==> src/rtl/random_byte_arbiter_pkg.sv <==
// Shared types and helpers for the random byte arbiter.
package random_byte_arbiter_pkg;

  // Arbiter controller states
  typedef enum logic [2:0] {
    ST_ARB      = 3'd0,
    ST_WAIT_SRC = 3'd1,
    ST_CAPTURE  = 3'd2,
    ST_WAIT_LOW = 3'd3,
    ST_DELIVER  = 3'd4,
    ST_FAIL     = 3'd5
  } arb_state_e;

  // Width and ceiling of the repetition counter
  localparam int          REP_W   = 8;
  localparam logic [7:0]  REP_MAX = 8'hFF;

  // Next repetition count: restart at 1 on a new byte, saturate on repeats
  function automatic logic [REP_W-1:0] rep_next(input logic [REP_W-1:0] cnt,
                                                input logic             same);
    logic [REP_W-1:0] nxt;
    if (!same) begin
      nxt = 8'd1;
    end else if (cnt == REP_MAX) begin
      nxt = REP_MAX;
    end else begin
      nxt = cnt + 8'd1;
    end
    return nxt;
  endfunction

endpackage

==> src/rtl/random_byte_arbiter_rr_pick.sv <==
// Combinational round-robin picker: first set request at or after ptr,
// wrapping modulo N (which need not be a power of two).
module rr_pick #(
  parameter int N  = 4,
  parameter int IW = (N > 1) ? $clog2(N) : 1
) (
  input  logic [N-1:0]  req,
  input  logic [IW-1:0] ptr,
  output logic [N-1:0]  grant,
  output logic [IW-1:0] idx,
  output logic          valid
);

  logic [IW:0] cand;

  // Scan candidates ptr, ptr+1, ... (mod N) and take the first requester
  always_comb begin
    grant = '0;
    idx   = '0;
    valid = 1'b0;
    cand  = '0;
    for (int off = 0; off < N; off++) begin
      cand = {1'b0, ptr} + (IW+1)'(off);
      if (cand >= (IW+1)'(N)) begin
        cand = cand - (IW+1)'(N);
      end
      if (!valid && req[cand[IW-1:0]]) begin
        valid                = 1'b1;
        idx                  = cand[IW-1:0];
        grant[cand[IW-1:0]]  = 1'b1;
      end
    end
  end

endmodule

==> src/rtl/random_byte_arbiter.sv <==
// Shares one valid/received random-byte source among NUM_REQ consumers with
// round-robin bursts, and runs a repetition-count health test on every byte.
module random_byte_arbiter
  import random_byte_arbiter_pkg::*;
#(
  parameter int NUM_REQ   = 4,
  parameter int BURST     = 4,
  parameter int REP_LIMIT = 8
) (
  input  logic               clk,
  input  logic               rst,
  input  logic [7:0]         src_data,
  input  logic               src_valid,
  output logic               src_received,
  input  logic [NUM_REQ-1:0] req,
  output logic [7:0]         out_data,
  output logic [NUM_REQ-1:0] out_valid,
  input  logic [NUM_REQ-1:0] out_ack,
  output logic [NUM_REQ-1:0] grant,
  output logic               health_fail
);

  localparam int IW = (NUM_REQ > 1) ? $clog2(NUM_REQ) : 1;
  localparam int BW = $clog2(BURST + 1);

  arb_state_e         state_q, state_d;
  logic [NUM_REQ-1:0] grant_q, grant_d;
  logic [IW-1:0]      idx_q, idx_d;
  logic [IW-1:0]      ptr_q, ptr_d;
  logic [BW-1:0]      burst_q, burst_d;
  logic [REP_W-1:0]   rep_q, rep_d;
  logic [7:0]         last_q, last_d;
  logic [7:0]         out_data_q, out_data_d;
  logic               health_fail_q, health_fail_d;

  logic [NUM_REQ-1:0] pick_grant;
  logic [IW-1:0]      pick_idx;
  logic               pick_valid;

  logic               req_granted;
  logic               ack_granted;
  logic [IW-1:0]      ptr_after;
  logic [BW-1:0]      burst_inc;
  logic [REP_W-1:0]   rep_new;
  logic               rep_trip;

  rr_pick #(
    .N  (NUM_REQ),
    .IW (IW)
  ) u_pick (
    .req   (req),
    .ptr   (ptr_q),
    .grant (pick_grant),
    .idx   (pick_idx),
    .valid (pick_valid)
  );

  // Helper terms: granted requester status, pointer wrap, counter increments
  always_comb begin
    req_granted = |(req & grant_q);
    ack_granted = |(out_ack & grant_q);
    if (idx_q == IW'(NUM_REQ - 1)) begin
      ptr_after = '0;
    end else begin
      ptr_after = idx_q + IW'(1);
    end
    burst_inc = burst_q + BW'(1);
    rep_new   = rep_next(rep_q, src_data == last_q);
    rep_trip  = (rep_new >= 8'(REP_LIMIT));
  end

  // Next-state and datapath updates for the arbitration/handshake sequence
  always_comb begin
    state_d       = state_q;
    grant_d       = grant_q;
    idx_d         = idx_q;
    ptr_d         = ptr_q;
    burst_d       = burst_q;
    rep_d         = rep_q;
    last_d        = last_q;
    out_data_d    = out_data_q;
    health_fail_d = health_fail_q;

    case (state_q)
      ST_ARB: begin
        if (pick_valid) begin
          grant_d = pick_grant;
          idx_d   = pick_idx;
          burst_d = '0;
          state_d = ST_WAIT_SRC;
        end else begin
          grant_d = '0;
        end
      end

      ST_WAIT_SRC: begin
        if (!req_granted) begin
          grant_d = '0;
          state_d = ST_ARB;
        end else if (src_valid) begin
          state_d = ST_CAPTURE;
        end
      end

      ST_CAPTURE: begin
        out_data_d = src_data;
        rep_d      = rep_new;
        last_d     = src_data;
        if (rep_trip) begin
          health_fail_d = 1'b1;
          grant_d       = '0;
          state_d       = ST_FAIL;
        end else begin
          state_d = ST_WAIT_LOW;
        end
      end

      ST_WAIT_LOW: begin
        if (!src_valid) begin
          state_d = ST_DELIVER;
        end
      end

      ST_DELIVER: begin
        if (ack_granted) begin
          burst_d = burst_inc;
          if ((burst_inc == BW'(BURST)) || !req_granted) begin
            ptr_d   = ptr_after;
            grant_d = '0;
            state_d = ST_ARB;
          end else begin
            state_d = ST_WAIT_SRC;
          end
        end
      end

      ST_FAIL: begin
        grant_d = '0;
      end

      default: begin
        grant_d = '0;
        state_d = ST_ARB;
      end
    endcase
  end

  // State and datapath registers, cleared asynchronously
  always_ff @(posedge clk or posedge rst) begin
    if (rst) begin
      state_q       <= ST_ARB;
      grant_q       <= '0;
      idx_q         <= '0;
      ptr_q         <= '0;
      burst_q       <= '0;
      rep_q         <= '0;
      last_q        <= '0;
      out_data_q    <= '0;
      health_fail_q <= 1'b0;
    end else begin
      state_q       <= state_d;
      grant_q       <= grant_d;
      idx_q         <= idx_d;
      ptr_q         <= ptr_d;
      burst_q       <= burst_d;
      rep_q         <= rep_d;
      last_q        <= last_d;
      out_data_q    <= out_data_d;
      health_fail_q <= health_fail_d;
    end
  end

  // Outputs decoded from registered state so reset clears them immediately
  always_comb begin
    grant        = grant_q;
    out_valid    = (state_q == ST_DELIVER) ? grant_q : '0;
    src_received = (state_q == ST_CAPTURE);
    out_data     = out_data_q;
    health_fail  = health_fail_q;
  end

endmodule

==> config.mk <==
export PLATFORM = sky130hd
export DESIGN_NAME = random_byte_arbiter
export DESIGN_NICKNAME = d
export VERILOG_FILES = /design/src/rtl/random_byte_arbiter_pkg.sv /design/src/rtl/random_byte_arbiter_rr_pick.sv /design/src/rtl/random_byte_arbiter.sv
export SDC_FILE = /design/constraint.sdc
export NUM_CORES = 1
export LEC_CHECK = 0
export CAP_MARGIN = 10
export CORE_MARGIN = 3
export CORE_UTILIZATION = 55
export DETAILED_ROUTE_END_ITERATION = 8
export MAX_ROUTING_LAYER = met4
export PLACE_DENSITY = 0.93
export SLEW_MARGIN = 20
export SYNTH_ARGS = -nofsm -noshare
export SYNTH_HDL_FRONTEND = slang
export SYNTH_HIERARCHICAL = 1
export SYNTH_SLANG_ARGS = --single-unit
==> constraint.sdc <==
create_clock -name clk -period 7.2 [get_ports clk]
set_input_delay 1.08 -clock clk [delete_from_list [all_inputs] [get_ports clk]]
set_output_delay 1.08 -clock clk [all_outputs]
set_load 0.03 [all_outputs]
==> out/qor.csv, run 1 <==
stage,metric,value,unit
pwr,Peak VDD IR,0.1097,mV
synth,main combinational cell family by area after synthesis,compound AO/OA/AOI/OAI gates,
routing,initial DRC count,104,
synth,"Top FF cell, synth",dfrtp_1,
die,site row count,22,
final_layout,nets@finish,293,
synth,Synthesis Warnings,6,
synth,Post-synth ARST share,1.000,
pwr,Logic pwr share,0.089,
min_path,worst min path class,register to register,
global_route,number of global-route vias before repair,1763,
flow_run,Max Cap Viol,0,
synth,Syn Area/Cell,9.408,µm²
synth,Synth Instances,233,
clock_network,hold_buf cts,0,
sta,post-layout min period,3.577,ns
synth,Synth Area in XOR/XNOR,0.03995,
clock_network,CTS tree,done,
min_path,WHS Path Cells,1,
die,die height,69.13,µm
routing,TritonRoute pass-1 iters,4,
worst_setup_path,Worst Path Arrival,2.50,ns
clock_network,CTS-repair resized insts,0,
routing,Final ANT Viol Nets,0,
placed_design,dpl cells,306,
clock_network,Num CTS Buffers,5,
synth,"Seq/Total Area, Yosys",0.3539,
sta,final setup vio count,0,
sta,Slew headroom,0.6040,
worst_setup_path,worst-path fanout max,21,
placed_design,gpl congestion,0.8824,
routing,WL per Instance,15.66,µm
final_layout,share of cells above drive strength 1,0.09398,
sta,RSZ-0062 raised after global routing,no,
synth,simple-gate share of the synthesized area,0.2049,
die,# IOs,37,
global_route,GRT Resource Usage Total,0.2198,
placed_design,# port buffers,36,
worst_setup_path,Worst Reg2Reg Path Length in Cells,10,
sta,fmax,279.5,MHz
pwr,sequential share of power,0.516,
pwr,Sw Share,0.2448,
pwr,Cell Int Power,257.2,µW
sta,Final Hold Viols,0,
clock_network,CTS HTree Levels,2,
synth,compound-gate portion of the synthesized area,0.2083,
final_layout,multi-input combinational cell area,1289,µm²
worst_setup_path,Startpoint Class,register,
synth,Post-synth EDFFs,0,
die,die area,4779,µm²
die,Initial Util,0.5856,
routing,Remaining DRCs,0,
pwr,Leakage,1.065,nW
global_route,global-route wire length before repair,8307,µm
pwr,PwrDens,130.0,nW/µm²
final_layout,ant diodes,0,
die,die width,69.13,µm
synth,post-synthesis mux area share,0.08333,
synth,Netlist cell types,55,
worst_setup_path,Worst EP required,6.12,ns
clock_network,CTS max path bufs,2,
pwr,Final Power,340.5,µW
sta,Worst Max-Slew Pin Slew,0.5918,ns
routing,Vias,1898,
pwr,clock power share,0.395,
global_route,pin count of the biggest net entering global routing,32,
clock_network,Clock Pin Slew Worst Setup and Hold Paths,0.07,ns
synth,#FFs+latches synth,31,
final_layout,fin cells,314,
routing,DRT Wirelength,4916,µm
synth,Post-Synth Adder-Cell Area,0.05137,
synth,Synth Net Count,261,
routing,Via density,6.045,
clock_network,root buffer cell,clkbuf_8,
global_route,GRT overflow,0,
placed_design,post-DP HPWL,3616,µm
die,CORE AREA,3744,µm²
clock_network,postcts setup bufs,0,
sta,TNS Setup,0,ns
worst_setup_path,WS Path Type,register to primary output,
sta,Layout Skew,0.004477,ns
status,outcome,"complete, no violations",
sta,fin crit share,0.4969,
sta,Fin Hold WS,0.5097,ns
final_layout,Reg area,775.7,µm²
final_layout,# fillers,303,
sta,final count of pins violating max slew,0,
worst_setup_path,CP endpoint kind,primary output,
synth,Mapped Area,2192,µm²
clock_network,Sinks on Clock Net,31,
pwr,sw power,83.35,µW
global_route,antenna violations before repair,0,
clock_network,Worst-Skew Late Latency,0.29,ns
final_layout,Area Growth Syn to Fin,19.52,%
-- sequential cells by signal, indices dropped and copies added (netlist names) --
| signal | count |
|---|---|
| out_data | 8 |
| grant | 4 |
| state_q | 3 |
| idx_q | 2 |
| rep_q | 8 |
| burst_q | 3 |
| ptr_q | 2 |
| health_fail | 1 |
-- cell families after synthesis --
family,count (synthesis)
AO/OA/AOI/OAI,68
XOR/XNOR,10
adder cells (fa/ha/maj),9
buffers and inverters,23
flip-flops,31
multiplexers,12
AND/OR/NAND/NOR,80
-- worst max-delay path: stages (launching register included) --
cell and delay (ns):
dfrtp_1 0.52, inv_2 0.09, or3_1 0.58, inv_4 0.30, clkdlybuf4s50_1 0.72
-- final cells by class --
cell class              count  share of cell area
repair buffers             37              0.1404
clock buffers               5             0.02627
multi-input cells         179              0.4919
well taps                  48             0.02292
clock inverters             3            0.005731
inverters                  11             0.01671
flip-flops and latches     31              0.2961
-- metal layers --
| layer | vias up | wire length (µm) | GRT usage |
|---|---|---|---|
| met5 | - | 0 | - |
| met4 | 0 | 93 | 0.06508 |
| met3 | 11 | 258 | 0.06122 |
| met2 | 63 | 2460 | 0.3443 |
| met1 | 908 | 2103 | 0.2779 |
| li1 | 916 | - | - |
-- per-stage QoR --
stage | worst slack (ns) | cell area (µm²) | util
6_report | 3.623 | 2620 | 0.6999
5_1_grt | 3.509 | 2620 | 0.6999
4_1_cts | 3.631 | 2620 | 0.6999
3_5_place_dp | 3.776 | 2536 | 0.6775
3_3_place_gp | 3.884 | 2536 | 0.6775
2_1_floorplan | 4.544 | 2192 | -
-- final timing paths --
kind | startpoint | endpoint | slack (ns)
setup / recovery | state_q[1] | src_received | 3.62
hold / removal | health_fail | health_fail | 0.51
setup reg to reg | ptr_q[0] | state_q[0] | 4.39
hold reg to reg | health_fail | health_fail | 0.51
max in group asynchronous | rst | idx_q[0] | 5.75
min in group asynchronous | rst | out_data[2] | 1.16
-- layout by cell type (no fill, tap or decap), drive strengths merged, types with 5 or more instances in the layout --
master and n:
clkdlybuf4s50 36, nand2 34, dfrtp 31, o21ai 17, nor2 12, inv 11, a22oi 10, a21oi 10
ha 9, xnor2 8, o31ai 7, and2 6, clkbuf 5
-- power groups by stage --
stage,clock network (mW),registers [mW],logic (mW)
2_1_floorplan,0,0.179,0.0150
3_3_place_gp,0,0.179,0.0291
3_5_place_dp,0,0.179,0.0303
4_1_cts,0.137,0.176,0.0305
5_1_grt,0.148,0.176,0.0330
6_report,0.135,0.176,0.0302
-- synthesized netlist by cell type, types with 2 or more instances --
cell type	count	area share
xnor2_1	8	0.032
o21a_1	2	0.0068
nor2b_1	2	0.0057
o31ai_1	7	0.024
ha_1	9	0.051
nand2_1	34	0.058
buf_6	3	0.015
mux4_2	2	0.021
o22a_1	2	0.0080
o21ai_0	17	0.039
and2_0	2	0.0057
a22oi_1	10	0.034
mux4_1	2	0.024
nand3b_1	2	0.0068
buf_4	3	0.010
nor4b_4	3	0.033
a22o_1	3	0.012
dfrtp_1	31	0.35
nand4_1	4	0.011
nor2_1	12	0.021
buf_2	4	0.0091
mux2_2	4	0.021
xor2_1	2	0.0080
nand2b_1	4	0.011
nor4_1	2	0.0057
a21oi_1	10	0.023
inv_1	9	0.015
mux2i_1	4	0.018
clkbuf_1	2	0.0034
and2_1	4	0.011
a31oi_1	4	0.011
nor3_1	3	0.0068
Power figures use the tool's default switching activity.
==> run 2: changes to the inputs <==
- CORE_UTILIZATION: 55 -> 53
- PLACE_DENSITY: 0.93 -> 0.91
- clock period: 7.2 -> 3.3 ns (I/O delays scaled with it)
==> run 2 against run 1 <==
- sequential power rose by 120%
- critical path type unchanged
- largest power group unchanged
- sequential share of layout area is 0.29 points lower
- final area increased by 1.0%
- sequential cell count unchanged
- first-iteration DRC count grew 11%
- worst setup slack worse by 3.0 ns
- utilization decreased by 0.82 points
==> out/qor.csv, run 2 (synthesized netlist as in run 1, its figures left out) <==
stage,metric,value,unit,change
pwr,clock power share,0.407,,was 0.395
sta,Slew headroom,0.6291,,was 0.6040
clock_network,CTS tree,done,,unchanged
clock_network,Worst-Skew Late Latency,0.29,ns,about the same
flow_run,Max Cap Viol,0,,unchanged
sta,final setup vio count,0,,unchanged
routing,Remaining DRCs,0,,unchanged
clock_network,Num CTS Buffers,5,,unchanged
final_layout,Area Growth Syn to Fin,20.72,%,was 19.52%
placed_design,gpl congestion,0.9188,,was 0.8824
pwr,Sw Share,0.2338,,was 0.2448
global_route,pin count of the biggest net entering global routing,32,,unchanged
clock_network,postcts setup bufs,0,,unchanged
sta,Final Hold Viols,0,,unchanged
worst_setup_path,worst-path fanout max,21,,unchanged
sta,RSZ-0062 raised after global routing,no,,unchanged
clock_network,hold_buf cts,0,,unchanged
final_layout,share of cells above drive strength 1,0.1007,,was 0.09398
final_layout,# fillers,285,,was 303
worst_setup_path,Worst EP required,2.80,ns,was 6.12 ns
final_layout,nets@finish,296,,was 293
min_path,worst min path class,register to register,,unchanged
routing,DRT Wirelength,5272,µm,was 4916 µm
routing,TritonRoute pass-1 iters,4,,unchanged
worst_setup_path,WS Path Type,register to primary output,,unchanged
placed_design,Place WS,0.4616,ns,was 3.776 ns
global_route,GRT overflow,0,,unchanged
worst_setup_path,Worst Path Arrival,2.20,ns,was 2.50 ns
pwr,Leakage,1.079,nW,was 1.065 nW
sta,Worst Max-Slew Pin Slew,0.5521,ns,was 0.5918 ns
global_route,antenna violations before repair,0,,unchanged
routing,WL per Instance,16.68,µm,was 15.66 µm
die,die height,70.31,µm,was 69.13 µm
final_layout,"commonest non-fill, non-tap cell in the layout",clkdlybuf4s50_1,,unchanged
pwr,Cell Int Power,580.8,µW,was 257.2 µW
status,outcome,"complete, no violations",,unchanged
global_route,GRT Resource Usage Total,0.2308,,was 0.2198
global_route,global-route wire length before repair,8797,µm,was 8307 µm
final_layout,final core occ,0.6916,,was 0.6999
clock_network,CTS max path bufs,2,,unchanged
sta,TNS Setup,0,ns,unchanged
routing,initial DRC count,115,,was 104
sta,final count of pins violating max slew,0,,unchanged
die,# IOs,37,,unchanged
die,die area,4944,µm²,was 4779 µm²
pwr,Logic pwr share,0.088,,was 0.089
placed_design,# port buffers,36,,unchanged
pwr,Peak VDD IR,0.2388,mV,was 0.1097 mV
clock_network,CTS-repair resized insts,0,,unchanged
final_layout,"commonest cells after routing, fill and taps aside","clkdlybuf4s50_1 (36), nand2_1 (34), dfrtp_1 (31)",,unchanged
worst_setup_path,Startpoint Class,register,,unchanged
worst_setup_path,CP endpoint kind,primary output,,unchanged
clock_network,CTS HTree Levels,2,,unchanged
sta,post-layout min period,2.698,ns,
sta,Layout Skew,0.004759,ns,was 0.004477 ns
final_layout,fin cells,316,,was 314
final_layout,ant diodes,0,,unchanged
routing,Final ANT Viol Nets,0,,unchanged
clock_network,Sinks on Clock Net,31,,unchanged
sta,fin crit share,0.8175,,
die,die width,70.31,µm,was 69.13 µm
placed_design,post-DP HPWL,3730,µm,was 3616 µm
die,CORE AREA,3826,µm²,was 3744 µm²
clock_network,root buffer cell,clkbuf_8,,unchanged
sta,final setup margin,0.6022,ns,was 3.623 ns
sta,fmax,370.7,MHz,
routing,Via density,6.022,,was 6.045
pwr,sw power,177.2,µW,was 83.35 µW
die,site row count,22,,unchanged
die,Initial Util,0.5729,,was 0.5856
global_route,number of global-route vias before repair,1851,,"was 1,763"
clock_network,Clock Pin Slew Worst Setup and Hold Paths,0.07,ns,about the same
pwr,PwrDens,286.4,nW/µm²,was 130.0 nW/µm²
routing,Vias,1903,,"was 1,898"
pwr,sequential share of power,0.506,,was 0.516
placed_design,dpl cells,309,,was 306
[run 2: path summary, 6_finish.rpt]
| check | start | end | slack (ns) | depth (start not counted) |
|---|---|---|---|---|
| worst min-delay path | idx_q[0] | ptr_q[0] | 0.49 | 1 |
| worst min register to register | idx_q[0] | ptr_q[0] | 0.49 | 1 |
| min in group asynchronous | rst | out_data[2] | 0.58 | 3 |
| worst max register to register | ptr_q[1] | state_q[0] | 0.64 | 10 |
| max in group asynchronous | rst | rep_q[2] | 2.44 | 3 |
| worst max-delay path | state_q[1] | src_received | 0.60 | 4 |
[run 2: power groups by stage]
stage | registers [mW] | logic, mW | clock network, mW
2_1_floorplan | 0.390 | 0.0327 | 0
6_report | 0.383 | 0.0665 | 0.308
3_3_place_gp | 0.391 | 0.0642 | 0
5_1_grt | 0.383 | 0.0731 | 0.335
3_5_place_dp | 0.390 | 0.0654 | 0
4_1_cts | 0.383 | 0.0668 | 0.314
[run 2: final cells by class]
class | instances | area (µm²) | share of cell area
inverter | 11 | 43.79 | 0.01655
multi-input combinational | 179 | 1289 | 0.4870
timing repair buffer | 40 | 390.4 | 0.1475
clock inverter | 1 | 5.005 | 0.001891
sequential | 31 | 775.7 | 0.2931
clock buffer | 6 | 82.58 | 0.03121
tap | 48 | 60.06 | 0.02270
[run 2: per-stage QoR]
| step | total power [mW] | hold WS (ns) | instance area, µm² |
|---|---|---|---|
| finish | 0.7580 | 0.4943 | 2646 |
| CTS | 0.7637 | 0.4910 | 2646 |
| global route | 0.7915 | 0.5192 | 2646 |
| global placement | 0.4547 | 0.4818 | 2559 |
| floorplan | 0.4228 | 0.4609 | 2192 |
| detailed placement | 0.4559 | 0.4845 | 2559 |
[run 2: routing by layer]
metal  vias to the layer above  routed length [µm]  track usage
met5                         -                   0            -
met4                         0                 106      0.08936
met3                        12                 268      0.04892
met2                        69                2518       0.3503
met1                       906                2380       0.3020
li1                        916                   -            -
[run 2: critical path, cell delays in order, from the launching register on]
cell and delay [ns]:
dfrtp_1 0.53, inv_2 0.09, or3_1 0.38, inv_4 0.21
clkdlybuf4s50_1 0.71
==> variant (config.mk and constraints of run 2) <==
`NUM_REQ`: 4 -> 8.
--- a/src/rtl/random_byte_arbiter.sv
+++ b/src/rtl/random_byte_arbiter.sv
@@ -3,7 +3,7 @@
 module random_byte_arbiter
   import random_byte_arbiter_pkg::*;
 #(
-  parameter int NUM_REQ   = 4,
+  parameter int NUM_REQ   = 8,
   parameter int BURST     = 4,
   parameter int REP_LIMIT = 8
 ) (
Interface: changed (resized grant, out_ack, out_valid and req); port bits go from 37 to 53. The function was not compared with the original's and may differ.
==> variant against run 2 <==
- setup slack worse by 0.43 ns
- cell area rose by 59%
- sequential cell count grew 6
- routed wire length grew 81%
- area after synthesis grew 57%
- non-clock buffer count grew 37
- via count grew 76%
- hold slack worse by 0.013 ns
- utilization about the same
- critical path type is now reg2reg
- critical endpoint is now grant[3]
- highest routed layer unchanged
Power is left out: it rests on default switching activity, and per cell area and clock period it moved more than threefold.
==> variant: results (changes against run 2) <==
* Critical path's largest stage delay at 0.44 ns (-0.27 ns)
* Dpl cell area at 4120 µm² (+61%)
* I/O Buffers at 52 (+44%)
* Largest net degree at the start of global routing at 38 (+19%)
* Synth top cells by count: nand2_1 (50), dfrtp_1 (37), nor2_1 (20)
* CP max stage cell: dfrtp_1
* Async SR Flop Fraction at 100% (unchanged)
* Yosys cell types at 73 (+33%)
* Nets at 479 (+62%)
* Clock-cell share at 2.05% (-1.3 points)
* Dominant cells by area after synthesis: dfrtp_1 (27%), nand2_1 (5.5%), mux4_1 (5.3%)
* CTS Sinks at 37 (+19%)
* Initial DRC count at 249 (+120%)
* Final non-clock buffer share at 16.8% (+2.0 points)
* GRT Total Usage at 27.1% (+4.0 points)
* EDFF count, synth at 0 (unchanged)
* Multi-input gate area in the final layout at 2330 µm² (+81%)
* Filler Cells Inserted at 469 (+65%)
* Multi-input gate count at 301 (+68%)
* Relative slew slack at 54.2% (-8.8 points)
* DP Wirelength at 7280 µm (+95%)
* First-pass GRT wire length at 15800 µm (+79%)
* Drt wl/cell at 18.5 µm (+11%)
* Buffers excl. clock at 77 (+93%)
* Sequential fraction of the synthesis area at 26.9% (-8.5 points)
* Seq area share at 22.0% (-7.4 points)
* Post-Synthesis Cells at 379 (+63%)
* Fraction of layout cells with a size suffix above 1 at 15.6% (+5.6 points)
* CP Data Arrival Time at 3.29 ns (+1.09 ns)
* Vias in the first global route at 3262 (+76%)
* Die area at 7500 µm² (+52%)
* Clock Skews at 0.00736 ns (+0.00260 ns)
* Max FO, Critical Path at 9 (-57%)
* Status: complete, no violations
* Pre-CTS WS at -0.0731 ns (-0.535 ns)
* Placer Congestion at 0.967 (+5.2%)
* Largest delay share family, worst path: multiplexers
* DR pass1 iterations at 5 (+1)
* Crit Reg-Reg Startpoint: ptr_q[0]
* Inverters at 19 (+8)
* Clock buffers at 7 (+1)
## variant: changes by cell type after synthesis, sizes merged, moves of 8 or more
| cell | change |
|---|---|
| nand2 | +17 |
| mux2i | +14 |
| mux2 | +13 |
| nand3 | +12 |
| nand4 | +11 |
| nor2 | +9 |
| o211ai | +9 |
| xor2 | +9 |
| inv | +8 |
| nor3 | +8 |
## variant: worst paths after layout
kind	endpoint	slack [ns]	cells past startpoint
setup / recovery	grant[3]	0.18	12
hold / removal	health_fail	0.48	1
setup reg to reg	grant[3]	0.18	12
hold reg to reg	health_fail	0.48	1
max in group asynchronous	grant[0]	2.35	3
min in group asynchronous	rep_q[5]	0.62	3
## variant: metal layers
| metal | global-route usage [%] | vias to the layer above | routed length [µm] |
|---|---|---|---|
| li1 | - | 1554 | - |
| met1 | 32.8 | 1605 | 3900 |
| met4 | 9.77 | 0 | 307 |
| met3 | 3.14 | 28 | 603 |
| met5 | - | - | 0 |
| met2 | 46.5 | 164 | 4760 |
## variant: cells by family after synthesis
kind of cell | after synthesis | synth area share (%)
XOR/XNOR | 12 | 3.27
multiplexers | 45 | 18.3
adder cells (fa/ha/maj) | 11 | 4.00
AND/OR/NAND/NOR | 140 | 21.2
AO/OA/AOI/OAI | 93 | 20.5
buffers and inverters | 41 | 5.78
flip-flops | 37 | 26.9
## variant: per-stage QoR
| step | utilization, % | cells |
|---|---|---|
| 2_1_floorplan | - | 379 |
| 3_3_place_gp | 67.5 | 509 |
| 3_5_place_dp | 67.5 | 509 |
| 4_1_cts | 68.9 | 516 |
| 5_1_grt | 69.2 | 516 |
| 6_report | 69.2 | 516 |
